$ cat config.mk
export PLATFORM = sky130hd
export DESIGN_NAME = cmd_engine
export DESIGN_NICKNAME = d
export VERILOG_FILES = /design/src/rtl/cmd_engine.sv
export SDC_FILE = /design/constraint.sdc
export NUM_CORES = 1
export LEC_CHECK = 0
export CAP_MARGIN = 20
export CORE_AREA = 2 2 168 170
export CTS_CLUSTER_DIAMETER = 100
export DETAILED_ROUTE_END_ITERATION = 8
export DIE_AREA = 0 0 170 172
export GPL_TIMING_DRIVEN = 0
export HOLD_SLACK_MARGIN = 0.08
export PLACE_DENSITY_LB_ADDON = 0.3
export SETUP_SLACK_MARGIN = 0.4
export SYNTH_ARGS = -nofsm -noshare
export SYNTH_HDL_FRONTEND = slang
export SYNTH_SLANG_ARGS = --single-unit
$ cat constraint.sdc
create_clock -name iclk -period 3.6 [get_ports iclk]
set_input_delay 0.36 -clock iclk [delete_from_list [all_inputs] [get_ports iclk]]
set_output_delay 0.36 -clock iclk [all_outputs]
set_load 0.01 [all_outputs]
$ cat src/rtl/cmd_engine.sv
// SD CMD-line transaction engine: sends a 48-bit command with CRC7, then optionally
// receives and checks an R1/R3/R2 response, retrying failed attempts.
module cmd_engine #(
   parameter int unsigned RESP_TIMEOUT = 64,
   parameter int unsigned MAX_RETRIES  = 3,
   parameter int unsigned N_WAIT       = 8
) (
   input  logic         iclk,
   input  logic         irst_n,
   input  logic         icmd_sd,
   output logic         ocmd_sd,
   output logic         ocmd_sd_en,
   input  logic         istart,
   input  logic [5:0]   icmd_index,
   input  logic [31:0]  icmd_arg,
   input  logic [1:0]   iresp_type,
   output logic         obusy,
   output logic         odone,
   output logic [127:0] oresp,
   output logic [2:0]   ostatus,
   output logic [3:0]   oretries
);

   localparam logic [2:0] StIdle  = 3'd0;
   localparam logic [2:0] StSend  = 3'd1;
   localparam logic [2:0] StWait  = 3'd2;
   localparam logic [2:0] StRecv  = 3'd3;
   localparam logic [2:0] StCheck = 3'd4;
   localparam logic [2:0] StGap   = 3'd5;
   localparam logic [2:0] StDone  = 3'd6;

   localparam logic [7:0] TimeoutLast = 8'(RESP_TIMEOUT - 1);
   localparam logic [7:0] GapLast     = 8'(N_WAIT - 1);
   localparam logic [3:0] RetryMax    = 4'(MAX_RETRIES);

   logic [2:0]   state_q;
   logic [7:0]   cnt_q;
   logic [47:0]  frame_q;
   logic [5:0]   index_q;
   logic [1:0]   type_q;
   logic [134:0] rx_q;
   logic [6:0]   rx_crc_q;
   logic         timeout_q;

   logic         is_r2;
   logic [7:0]   last_pos;
   logic         crc_feed;
   logic         crc_err;
   logic         fmt_err;
   logic [2:0]   flags;
   logic [5:0]   bit_idx;

   function automatic logic [6:0] crc7_step(input logic [6:0] crc, input logic b);
      logic fb;
      fb = crc[6] ^ b;
      return {crc[5:0], 1'b0} ^ (fb ? 7'h09 : 7'h00);
   endfunction

   function automatic logic [6:0] crc7_40(input logic [39:0] d);
      logic [6:0] c;
      c = '0;
      for (int i = 39; i >= 0; i--) c = crc7_step(c, d[i]);
      return c;
   endfunction

   assign is_r2    = (type_q == 2'd3);
   assign last_pos = is_r2 ? 8'd135 : 8'd47;
   // cnt_q is the bit position within the response (start bit = 0)
   assign crc_feed = is_r2 ? (cnt_q >= 8'd8 && cnt_q <= 8'd127) : (cnt_q <= 8'd39);

   always_comb begin
      crc_err = 1'b0;
      fmt_err = 1'b0;
      if (is_r2) begin
         crc_err = (rx_crc_q != rx_q[7:1]);
         fmt_err = rx_q[134] | (rx_q[133:128] != 6'h3f) | ~rx_q[0];
      end else begin
         crc_err = (type_q == 2'd1) && (rx_crc_q != rx_q[7:1]);
         fmt_err = rx_q[46] | (rx_q[45:40] != ((type_q == 2'd1) ? index_q : 6'h3f)) | ~rx_q[0];
      end
      flags = timeout_q ? 3'b001 : {fmt_err, crc_err, 1'b0};
   end

   always_ff @(posedge iclk) begin
      if (!irst_n) begin
         state_q   <= StIdle;
         cnt_q     <= '0;
         frame_q   <= '0;
         index_q   <= '0;
         type_q    <= '0;
         rx_q      <= '0;
         rx_crc_q  <= '0;
         timeout_q <= 1'b0;
         oresp     <= '0;
         ostatus   <= '0;
         oretries  <= '0;
      end else begin
         case (state_q)
            StIdle: begin
               if (istart) begin
                  index_q  <= icmd_index;
                  type_q   <= iresp_type;
                  frame_q  <= {2'b01, icmd_index, icmd_arg,
                               crc7_40({2'b01, icmd_index, icmd_arg}), 1'b1};
                  oresp    <= '0;
                  ostatus  <= '0;
                  oretries <= '0;
                  cnt_q    <= '0;
                  state_q  <= StSend;
               end
            end
            StSend: begin
               if (cnt_q == 8'd47) begin
                  cnt_q     <= '0;
                  timeout_q <= 1'b0;
                  state_q   <= (type_q == 2'd0) ? StDone : StWait;
               end else begin
                  cnt_q <= cnt_q + 8'd1;
               end
            end
            StWait: begin
               if (!icmd_sd) begin
                  cnt_q    <= 8'd1;
                  rx_crc_q <= '0;
                  state_q  <= StRecv;
               end else if (cnt_q == TimeoutLast) begin
                  timeout_q <= 1'b1;
                  ostatus   <= 3'b001;
                  state_q   <= StCheck;
               end else begin
                  cnt_q <= cnt_q + 8'd1;
               end
            end
            StRecv: begin
               rx_q <= {rx_q[133:0], icmd_sd};
               if (crc_feed) rx_crc_q <= crc7_step(rx_crc_q, icmd_sd);
               if (cnt_q == last_pos) state_q <= StCheck;
               else cnt_q <= cnt_q + 8'd1;
            end
            StCheck: begin
               if (!timeout_q) oresp <= is_r2 ? rx_q[127:0] : {90'd0, rx_q[45:8]};
               cnt_q <= '0;
               if (flags != 3'b000 && oretries < RetryMax) begin
                  oretries <= oretries + 4'd1;
                  ostatus  <= '0;
                  state_q  <= (N_WAIT == 0) ? StSend : StGap;
               end else begin
                  ostatus <= flags;
                  state_q <= StDone;
               end
            end
            StGap: begin
               if (cnt_q == GapLast) begin
                  cnt_q   <= '0;
                  state_q <= StSend;
               end else begin
                  cnt_q <= cnt_q + 8'd1;
               end
            end
            StDone:  state_q <= StIdle;
            default: state_q <= StIdle;
         endcase
      end
   end

   assign bit_idx    = 6'd47 - cnt_q[5:0];
   assign ocmd_sd_en = (state_q == StSend);
   assign ocmd_sd    = ocmd_sd_en ? frame_q[bit_idx] : 1'b1;
   assign obusy      = (state_q != StIdle);
   assign odone      = (state_q == StDone);

endmodule
=== Word-level counts from Yosys, hierarchy flattened ===
Index checks and enable logic that the tools add are counted.

* Register bits: 344
* Input port bits: 44
* Output and inout bits: 139
* Word-level logic and storage cells: 232

* $add $sub $neg: 3
* Magnitude comparators: 5
* Equality and inequality tests: 28
* Muxes and demuxes: 83
* Bitwise operators: 82
* Reductions and logical operators: 20

{| class="wikitable"
|+ Operators with widths
! cell !! number
|-
| 128-bit two-way mux || 3
|-
| 7-bit by 4-bit XOR with 7-bit output || 37
|-
| 128-bit one-hot mux with 2 select lines || 1
|-
| 4-bit two-way mux || 41
|-
| 8-bit two-way mux || 7
|-
| 8-bit one-hot mux with 6 select lines || 1
|-
| 3-bit two-way mux || 12
|-
| 1-bit XOR || 36
|-
| 2-bit inequality test, second input constant || 10
|-
| 3-bit one-hot mux with 6 select lines || 1
|-
| 8-bit by 6-bit == test with 1-bit output, second input constant || 2
|-
| 7-bit two-way mux || 2
|-
| 7-bit one-hot mux with 2 select lines || 1
|-
| 4-bit AND reduction || 3
|-
| 3-bit == test, second input constant || 3
|-
| 3-bit one-hot mux with 3 select lines || 1
|-
| 3-bit AND reduction || 3
|-
| 3-bit nonzero test || 3
|-
| 8-bit by 1-bit adder with 8-bit output, second input constant || 1
|-
| 8-bit by 3-bit == test with 1-bit output, second input constant || 1
|-
| 8-bit == test || 1
|-
| 8-bit by 4-bit greater-or-equal comparator with 1-bit output, second input constant || 1
|-
| 8-bit by 6-bit <= comparator with 1-bit output, second input constant || 1
|-
| 8-bit by 7-bit <= comparator with 1-bit output, second input constant || 1
|-
| 31 further kinds || 48
|}

=== Longest topological paths before layout ===
Gate-level depths: netlist (run 1).

* Depth in word-level cells: 109
* Depth in mapped cells: 10
* Mapped depth without buffers: 10

=== Worst setup path after synthesis (run 1) ===
No wires, ideal clock.

* Path type: flip-flop to output port
* From: register cnt_q[0]
* To: output ocmd_sd
* Arrival time: 2,327 ps
* Data required time: 3,240 ps
* Path slack: 913 ps
* Stages on the path, launching flop included: 7
* Buffers on the path: 2
* Cell sequence: dfxtp_1 clkbuf_1 clkbuf_1 mux4_2 mux4_2 nand3_1 o211ai_1

* Word-level cells in the longest chain between the ends: 4

{| class="wikitable"
|+ RTL lines
! item !! RTL line !! text
|-
| from (decl) || 37 || <nowiki>logic [7:0] cnt_q;</nowiki>
|-
| from (signal assigned) || 118 || <nowiki>cnt_q <= cnt_q + 8'd1;</nowiki>
|-
| from (signal assigned) || 131 || <nowiki>cnt_q <= cnt_q + 8'd1;</nowiki>
|-
| from (signal assigned) || 138 || <nowiki>else cnt_q <= cnt_q + 8'd1;</nowiki>
|-
| 6-bit subtractor || 166 || <nowiki>assign bit_idx = 6'd47 - cnt_q[5:0];</nowiki>
|-
| 1-bit binary-select mux with 6-bit select || 168 || <nowiki>assign ocmd_sd = ocmd_sd_en ? frame_q[bit_idx] : 1'b1;</nowiki>
|-
| 1-bit two-way mux (not written as such) || 168 ||
|-
| 1-bit two-way mux || 168 ||
|-
| to (decl) || 11 || <nowiki>output logic ocmd_sd,</nowiki>
|}

No other way between the ends. The select of a mux whose other input is x is not followed.

=== Worst setup path after layout (run 1) ===
* From: register cnt_q[2]
* To: output ocmd_sd

The elaborated chain is that of the path after synthesis.

==> results.sh, run 1 <==
export IMPL_rows=61
export IMPL_seqPwrFrac=0.372
export IMPL_crit_required_ns=3.24
export IMPL_io_pins=183
export IMPL_startpoint="cnt_q[2]"
export IMPL_critPathLaunchType="flop"
export IMPL_crit_path_end_kind="primary output"
export IMPL_cts_tree="built"
export IMPL_clkSinkCount=337
export IMPL_core_um2=27480
export IMPL_timing_final_crit_share=0.8655
export IMPL_grt_max_degree=14
export IMPL_synth_largest_area_cell="dfxtp_1"
export IMPL_outcome="finished clean"
export IMPL_synth_area_leaders="dfxtp_1 (46%), a21boi_0 (14%), nand2_1 (12%)"
export IMPL_initial_core_util=0.5392
export IMPL_fp_dieArea_um2=29240
export IMPL_numPortBuffers=181
export IMPL_cts_setup_buffers=0
export IMPL_p_leak_nw=6.280
export IMPL_synth_distinct_cells=59
export IMPL_avgSynthCellArea_um2=8.568
export IMPL_cap_violations=0
export IMPL_cp_top_family="multiplexers"
export IMPL_dp_hpwl_mm=27.57
export IMPL_drt_iter0_drc=753
export IMPL_clockPowerShare=0.361
export IMPL_timing_rr_start="type_q[0]"
export IMPL_antennaDiodeCount=0
export IMPL_worst_pin_slew_ns=1.093
export IMPL_powerDensity_nw_per_um2=580.9
export IMPL_grt_setup_unrepaired="no"
export IMPL_vdd_drop_max_uv=306.4
export IMPL_crit_path_cell_trace="buf_2 -> mux4_2 -> mux4_2 -> mux2i_2 -> o211ai_1 -> dlygate4sd2_1"
export IMPL_fin_total_pwr_mw=10.67
export IMPL_die_w_um=170
export IMPL_arrival_ns=2.76
export IMPL_cpMostUsedCell="mux4_2"
export IMPL_grt_remaining_overflow=0
export IMPL_area_growth_pct=24.05
export IMPL_ys_top_cells_by_count="nand2_1 (476), dfxtp_1 (337), a21boi_0 (275)"
export IMPL_critPathSlowestCell="mux4_2"
export IMPL_relSlewSlack=0.2686
export IMPL_setup_viol=0
export IMPL_p_comb_frac=0.267
export IMPL_synth_area_um2=14810
export IMPL_synth_seq_cells=337
export IMPL_die_h_um=172
export IMPL_vias=12651
export IMPL_seq_area_frac_synth=0.4554
export IMPL_gp_congestion=0.9013
export IMPL_yosys_cell_count_top_type="nand2_1"
export IMPL_grt_pass1_vias=11972
export IMPL_cts_made_buffers=36
export IMPL_antenna_left=0
export IMPL_h_tree_depth=2
export IMPL_intPower_mw=7.348
export IMPL_p_sw_mw=3.326
export IMPL_antenna_found_initial=0
export IMPL_postSynthCellCount=1729
export IMPL_ys_warn_count=0
export IMPL_fmax_ghz=0.3209
export IMPL_track_usage=0.2575
export IMPL_root_buffer="clkbuf_16"
export IMPL_hp_class="primary input to flop"
export IMPL_critPathKind="flop to primary output"
export IMPL_via_per_inst=5.453
export IMPL_period_minus_slack_ns=3.116
export IMPL_synth_edf_count=0
export IMPL_fill_cells=2250
export IMPL_drive_gt1_frac=0.05268
export IMPL_syn_nets=1778
export IMPL_finClkSkew_ns=0.01201
export IMPL_fin_util=0.6689
export IMPL_crit_buf_inv=2
export IMPL_first_pass_iters=5
export IMPL_synth_ff_type="dfxtp_1"
export IMPL_grt_pass1_wl_mm=60.79
export IMPL_clockBufferDepth=3
export IMPL_maxSlewViolCount=0
export IMPL_wire_per_inst_um=16.24
export IMPL_synthDominantCellAreaShare=0.4554
export IMPL_drt_wl_total_mm=37.69
export IMPL_async_reset_ff_frac=0
export IMPL_slowest_delay_ns=0.49
export IMPL_clk_latency_ns=0.52
export IMPL_drc_errors=0
export IMPL_worstHoldStart="icmd_arg[0]"
export IMPL_sw_frac_of_total=0.3116
export IMPL_path_clk_slew_ns=0.06
export IMPL_cp_max_fo=10
export IMPL_final_nets=1998
export IMPL_hold_viol_final=0
==> worst paths after layout <==
kind	to	slack (ns)	cells past startpoint
setup / recovery	ocmd_sd	0.48	6
setup reg to reg	cnt_q[3]	0.57	10
hold reg to reg	oresp[120]	0.46	2
hold / removal	frame_q[8]	0.44	3
==> worst register-to-register path, delay by kind of cell (launching register included) <==
| kind | cells | cell delay (ns) |
|---|---|---|
| buf+inv | 2 | 0.35 |
| simple gates | 5 | 1.42 |
| compound gates | 3 | 0.89 |
| flops | 1 | 0.31 |
==> power by group through the flow <==
stage | clock, mW | sequential, mW | combinational [mW]
floorplan | 0 | 4.01 | 2.04
global placement | 0 | 4.03 | 2.72
detailed placement | 0 | 4.04 | 2.76
CTS | 3.90 | 3.97 | 2.81
global route | 4.06 | 3.98 | 3.11
finish | 3.86 | 3.97 | 2.85
==> flip-flops by register name (all words and copies together), names as in the netlist <==
register,flops
cnt_q,8
frame_q,41
index_q,5
oresp,128
oretries,4
ostatus,3
rx_crc_q,7
rx_q,135
state_q,3
timeout_q,1
type_q,2
==> cell usage in the layout, fill, tap and decap left out, types with 13 or more instances in the layout <==
| cell type | count |
|---|---|
| nor3_1 | 42 |
| nand2_1 | 476 |
| nand3_1 | 96 |
| clkbuf_1 | 112 |
| nor2b_1 | 47 |
| xnor2_1 | 55 |
| mux2i_1 | 40 |
| clkbuf_2 | 13 |
| xor2_1 | 14 |
| mux4_2 | 14 |
| clkbuf_16 | 38 |
| a21oi_1 | 56 |
| inv_1 | 13 |
| nor2_1 | 23 |
| clkdlybuf4s50_1 | 180 |
| o21ai_0 | 17 |
| dfxtp_1 | 337 |
| a21boi_0 | 275 |
==> kinds of logic (layout without fill, tap and decap cells) <==
kind of cell	Yosys count	in the layout	share of synthesized area
AOI/OAI and AO/OA	373	373	0.1774
xor gates and xnor gates	83	83	0.06242
adders and majority gates	5	5	0.004223
buffers and inverters	149	394	0.03809
DFF	337	337	0.4554
muxes	56	56	0.04975
and+or+nand+nor	726	726	0.2128
==> repair_timing <==
item | in CTS | in global routing
hold buffers | 0 | 0
endpoints found under the setup margin | 109 | 136
resized for setup | 19 | 19
==> routing by layer <==
metal  GRT usage  part of all wire
met1      0.3325              0.45
met4     0.09104             0.030
met2      0.4360              0.47
met5           0                 0
met3     0.04532             0.055
==> stage by stage <==
stage	setup WS [ns]	cells	cell area, µm²	hold WS [ns]	TNS (ns)
final	0.4841	2320	18380	0.4421	0
after global routing	0.3573	2320	18380	0.4606	0
after CTS	0.4157	2320	18360	0.4376	0
after detailed placement	-0.1174	2257	17070	0.4567	-4.235
after global placement	-0.04733	2256	17060	0.4484	-0.9086
after floorplan	0.9129	1729	14810	0.4382	0
==> area by class of cell <==
type,count,area [µm²],area share
inverters,14,53.80,0.002928
clock inverters,11,168.9,0.009191
repair buffers,182,1818,0.09892
flip-flops and latches,337,6746,0.3671
clock buffers,52,1084,0.05896
well taps,346,432.9,0.02356
plain buffers,135,554.3,0.03016
multi-input cells,1243,7520,0.4092
Power figures use the tool's default switching activity.
==> run 2, diff against run 1 <==
--- a/config.mk
+++ b/config.mk
@@ -6,13 +6,13 @@
 export NUM_CORES = 1
 export LEC_CHECK = 0
 export CAP_MARGIN = 20
-export CORE_AREA = 2 2 168 170
+export CORE_AREA = 2 2 153 185
 export CTS_CLUSTER_DIAMETER = 100
 export DETAILED_ROUTE_END_ITERATION = 8
-export DIE_AREA = 0 0 170 172
+export DIE_AREA = 0 0 155 187
 export GPL_TIMING_DRIVEN = 0
 export HOLD_SLACK_MARGIN = 0.08
-export PLACE_DENSITY_LB_ADDON = 0.3
+export PLACE_DENSITY = 0.83
 export SETUP_SLACK_MARGIN = 0.4
 export SYNTH_ARGS = -nofsm -noshare
 export SYNTH_HDL_FRONTEND = slang
==> results.sh, run 2 (synthesized netlist as in run 1, its figures left out) <==
export IMPL_outcome="finished clean"
export IMPL_antennaDiodeCount=0
export IMPL_finClkSkew_ns=0.009330
export IMPL_setup_viol=0
export IMPL_worst_pin_slew_ns=0.9046
export IMPL_area_growth_pct=24.07
export IMPL_cap_violations=0
export IMPL_drive_gt1_frac=0.05362
export IMPL_cp_top_family="multiplexers"
export IMPL_reg_top3="rx_q: 135 flops, oresp: 128 flops, frame_q: 41 flops"
export IMPL_grt_max_degree=15
export IMPL_hold_viol_final=0
export IMPL_largest_register="rx_q"
export IMPL_timing_final_crit_share=0.8544
export IMPL_final_nets=2001
export IMPL_crit_buf_inv=3
export IMPL_antenna_left=0
export IMPL_p_leak_nw=6.288
export IMPL_crit_path_cell_trace="clkbuf_8 -> clkbuf_16 -> mux4_2 -> mux4_2 -> nand3_1 -> o211ai_1 -> clkbuf_2"
export IMPL_fin_total_pwr_mw=10.65
export IMPL_die_w_um=155
export IMPL_largest_register_ffs=135
export IMPL_layout_commonest_cell="nand2_1"
export IMPL_gp_congestion=0.9154
export IMPL_h_tree_depth=2
export IMPL_wire_per_inst_um=16.90
export IMPL_track_usage=0.2697
export IMPL_drc_errors=0
export IMPL_clkSinkCount=337
export IMPL_final_cell_mix="nand2_1 (476), dfxtp_1 (337), a21boi_0 (275), clkdlybuf4s50_1 (180), clkbuf_1 (113)"
export IMPL_core_um2=27410
export IMPL_fmax_ghz=0.3251
export IMPL_hp_class="flop to flop"
export IMPL_vdd_drop_max_uv=343.4
export IMPL_arrival_ns=2.72
export IMPL_setup_slack_ns=0.5243
export IMPL_critPathLaunchType="flop"
export IMPL_grt_remaining_overflow=0
export IMPL_path_depth=7
export IMPL_drt_wl_total_mm=39.25
export IMPL_pre_cts_ws_ns=-0.2108
export IMPL_relSlewSlack=0.3970
export IMPL_maxSlewViolCount=0
export IMPL_clockBufferDepth=3
export IMPL_critPathSlowestCell="mux4_2"
export IMPL_first_pass_iters=5
export IMPL_antenna_found_initial=0
export IMPL_reg2regPathDepth=10
export IMPL_grt_pass1_vias=12682
export IMPL_grt_setup_unrepaired="no"
export IMPL_crit_path_end_kind="primary output"
export IMPL_fp_dieArea_um2=28990
export IMPL_slowest_delay_ns=0.54
export IMPL_via_per_inst=5.546
export IMPL_numPortBuffers=181
export IMPL_die_h_um=187
export IMPL_grt_pass1_wl_mm=63.83
export IMPL_cpMostUsedCell="mux4_2"
export IMPL_cts_made_buffers=35
export IMPL_initial_core_util=0.5404
export IMPL_cp_max_fo=10
export IMPL_dp_hpwl_mm=28.46
export IMPL_drt_iter0_drc=772
export IMPL_clk_latency_ns=0.51
export IMPL_vias=12878
export IMPL_period_minus_slack_ns=3.076
export IMPL_powerDensity_nw_per_um2=579.2
export IMPL_rrSetupSlack_ns=0.71
export IMPL_io_pins=183
export IMPL_crit_required_ns=3.24
export IMPL_critPathKind="flop to primary output"
export IMPL_hold_depth=2
export IMPL_ctsHoldBuffers=0
export IMPL_root_buffer="clkbuf_16"
export IMPL_cts_tree="built"
export IMPL_rows=67
export IMPL_path_clk_slew_ns=0.06
run 2: final cells by class:
| cell class | instances | area [µm²] |
|---|---|---|
| buffer | 135 | 561.8 |
| inverter | 14 | 56.30 |
| multi-input combinational | 1243 | 7516 |
| sequential | 337 | 6746 |
| timing repair buffer | 186 | 1852 |
| clock inverter | 11 | 157.7 |
| tap | 345 | 431.7 |
| clock buffer | 51 | 1059 |
| fill | 2182 | 9032 |
run 2: final timing paths:
kind,startpoint,to
worst max-delay path,cnt_q[0],ocmd_sd
worst max register to register,state_q[2],oresp[100]
worst min-delay path,frame_q[11],frame_q[11]
worst min register to register,frame_q[11],frame_q[11]
run 2: tightest hold or removal path: cells and delay by family, from the launching register on:
kind / cells / cell delay, ns
compound gates: 1 / 0.06
flops: 1 / 0.31
simple gates: 1 / 0.04
run 2: report_power, final:
| part | leakage [nW] | switching [mW] | internal, mW |
|---|---|---|---|
| sequential | 2.72 | 0.102 | 3.87 |
| combinational | 2.97 | 1.77 | 1.12 |
| clock | 0.601 | 1.45 | 2.33 |
run 2: repair_timing:
item | in CTS | in global routing
buffers inserted | 3 | 0
endpoints found under the setup margin | 94 | 138
resized for setup | 15 | 23
pin swaps | 0 | 0
run 2: layer usage:
layer  vias up  GRT usage  share of wire
li1       6259          -              -
met1      6088     0.3180           0.41
met3       111    0.04680          0.053
met4         0     0.1125          0.039
met2       420     0.4810           0.50
met5         -          0              0
run 2: through the flow:
step                      std cells  utilization  hold slack (ns)  instance area [µm²]  TNS (ns)
after floorplan                1729            -           0.4382                14810         0
after global placement         2255       0.6223           0.4469                17060   -0.1452
after detailed placement       2257       0.6231           0.4571                17080   -0.6926
after CTS                      2322       0.6699           0.4653                18360         0
after global routing           2322       0.6705           0.4838                18380         0
final                          2322       0.6705           0.4620                18380         0
==> run 3, diff against run 2 <==
--- a/config.mk
+++ b/config.mk
@@ -11,7 +11,7 @@
 export DETAILED_ROUTE_END_ITERATION = 8
 export DIE_AREA = 0 0 155 187
 export GPL_TIMING_DRIVEN = 0
-export HOLD_SLACK_MARGIN = 0.08
+export HOLD_SLACK_MARGIN = 0.03
 export PLACE_DENSITY = 0.83
 export SETUP_SLACK_MARGIN = 0.4
 export SYNTH_ARGS = -nofsm -noshare
==> results of run 3 <==
Same layout as run 2: the final DEF is identical, and so are final timing and power.
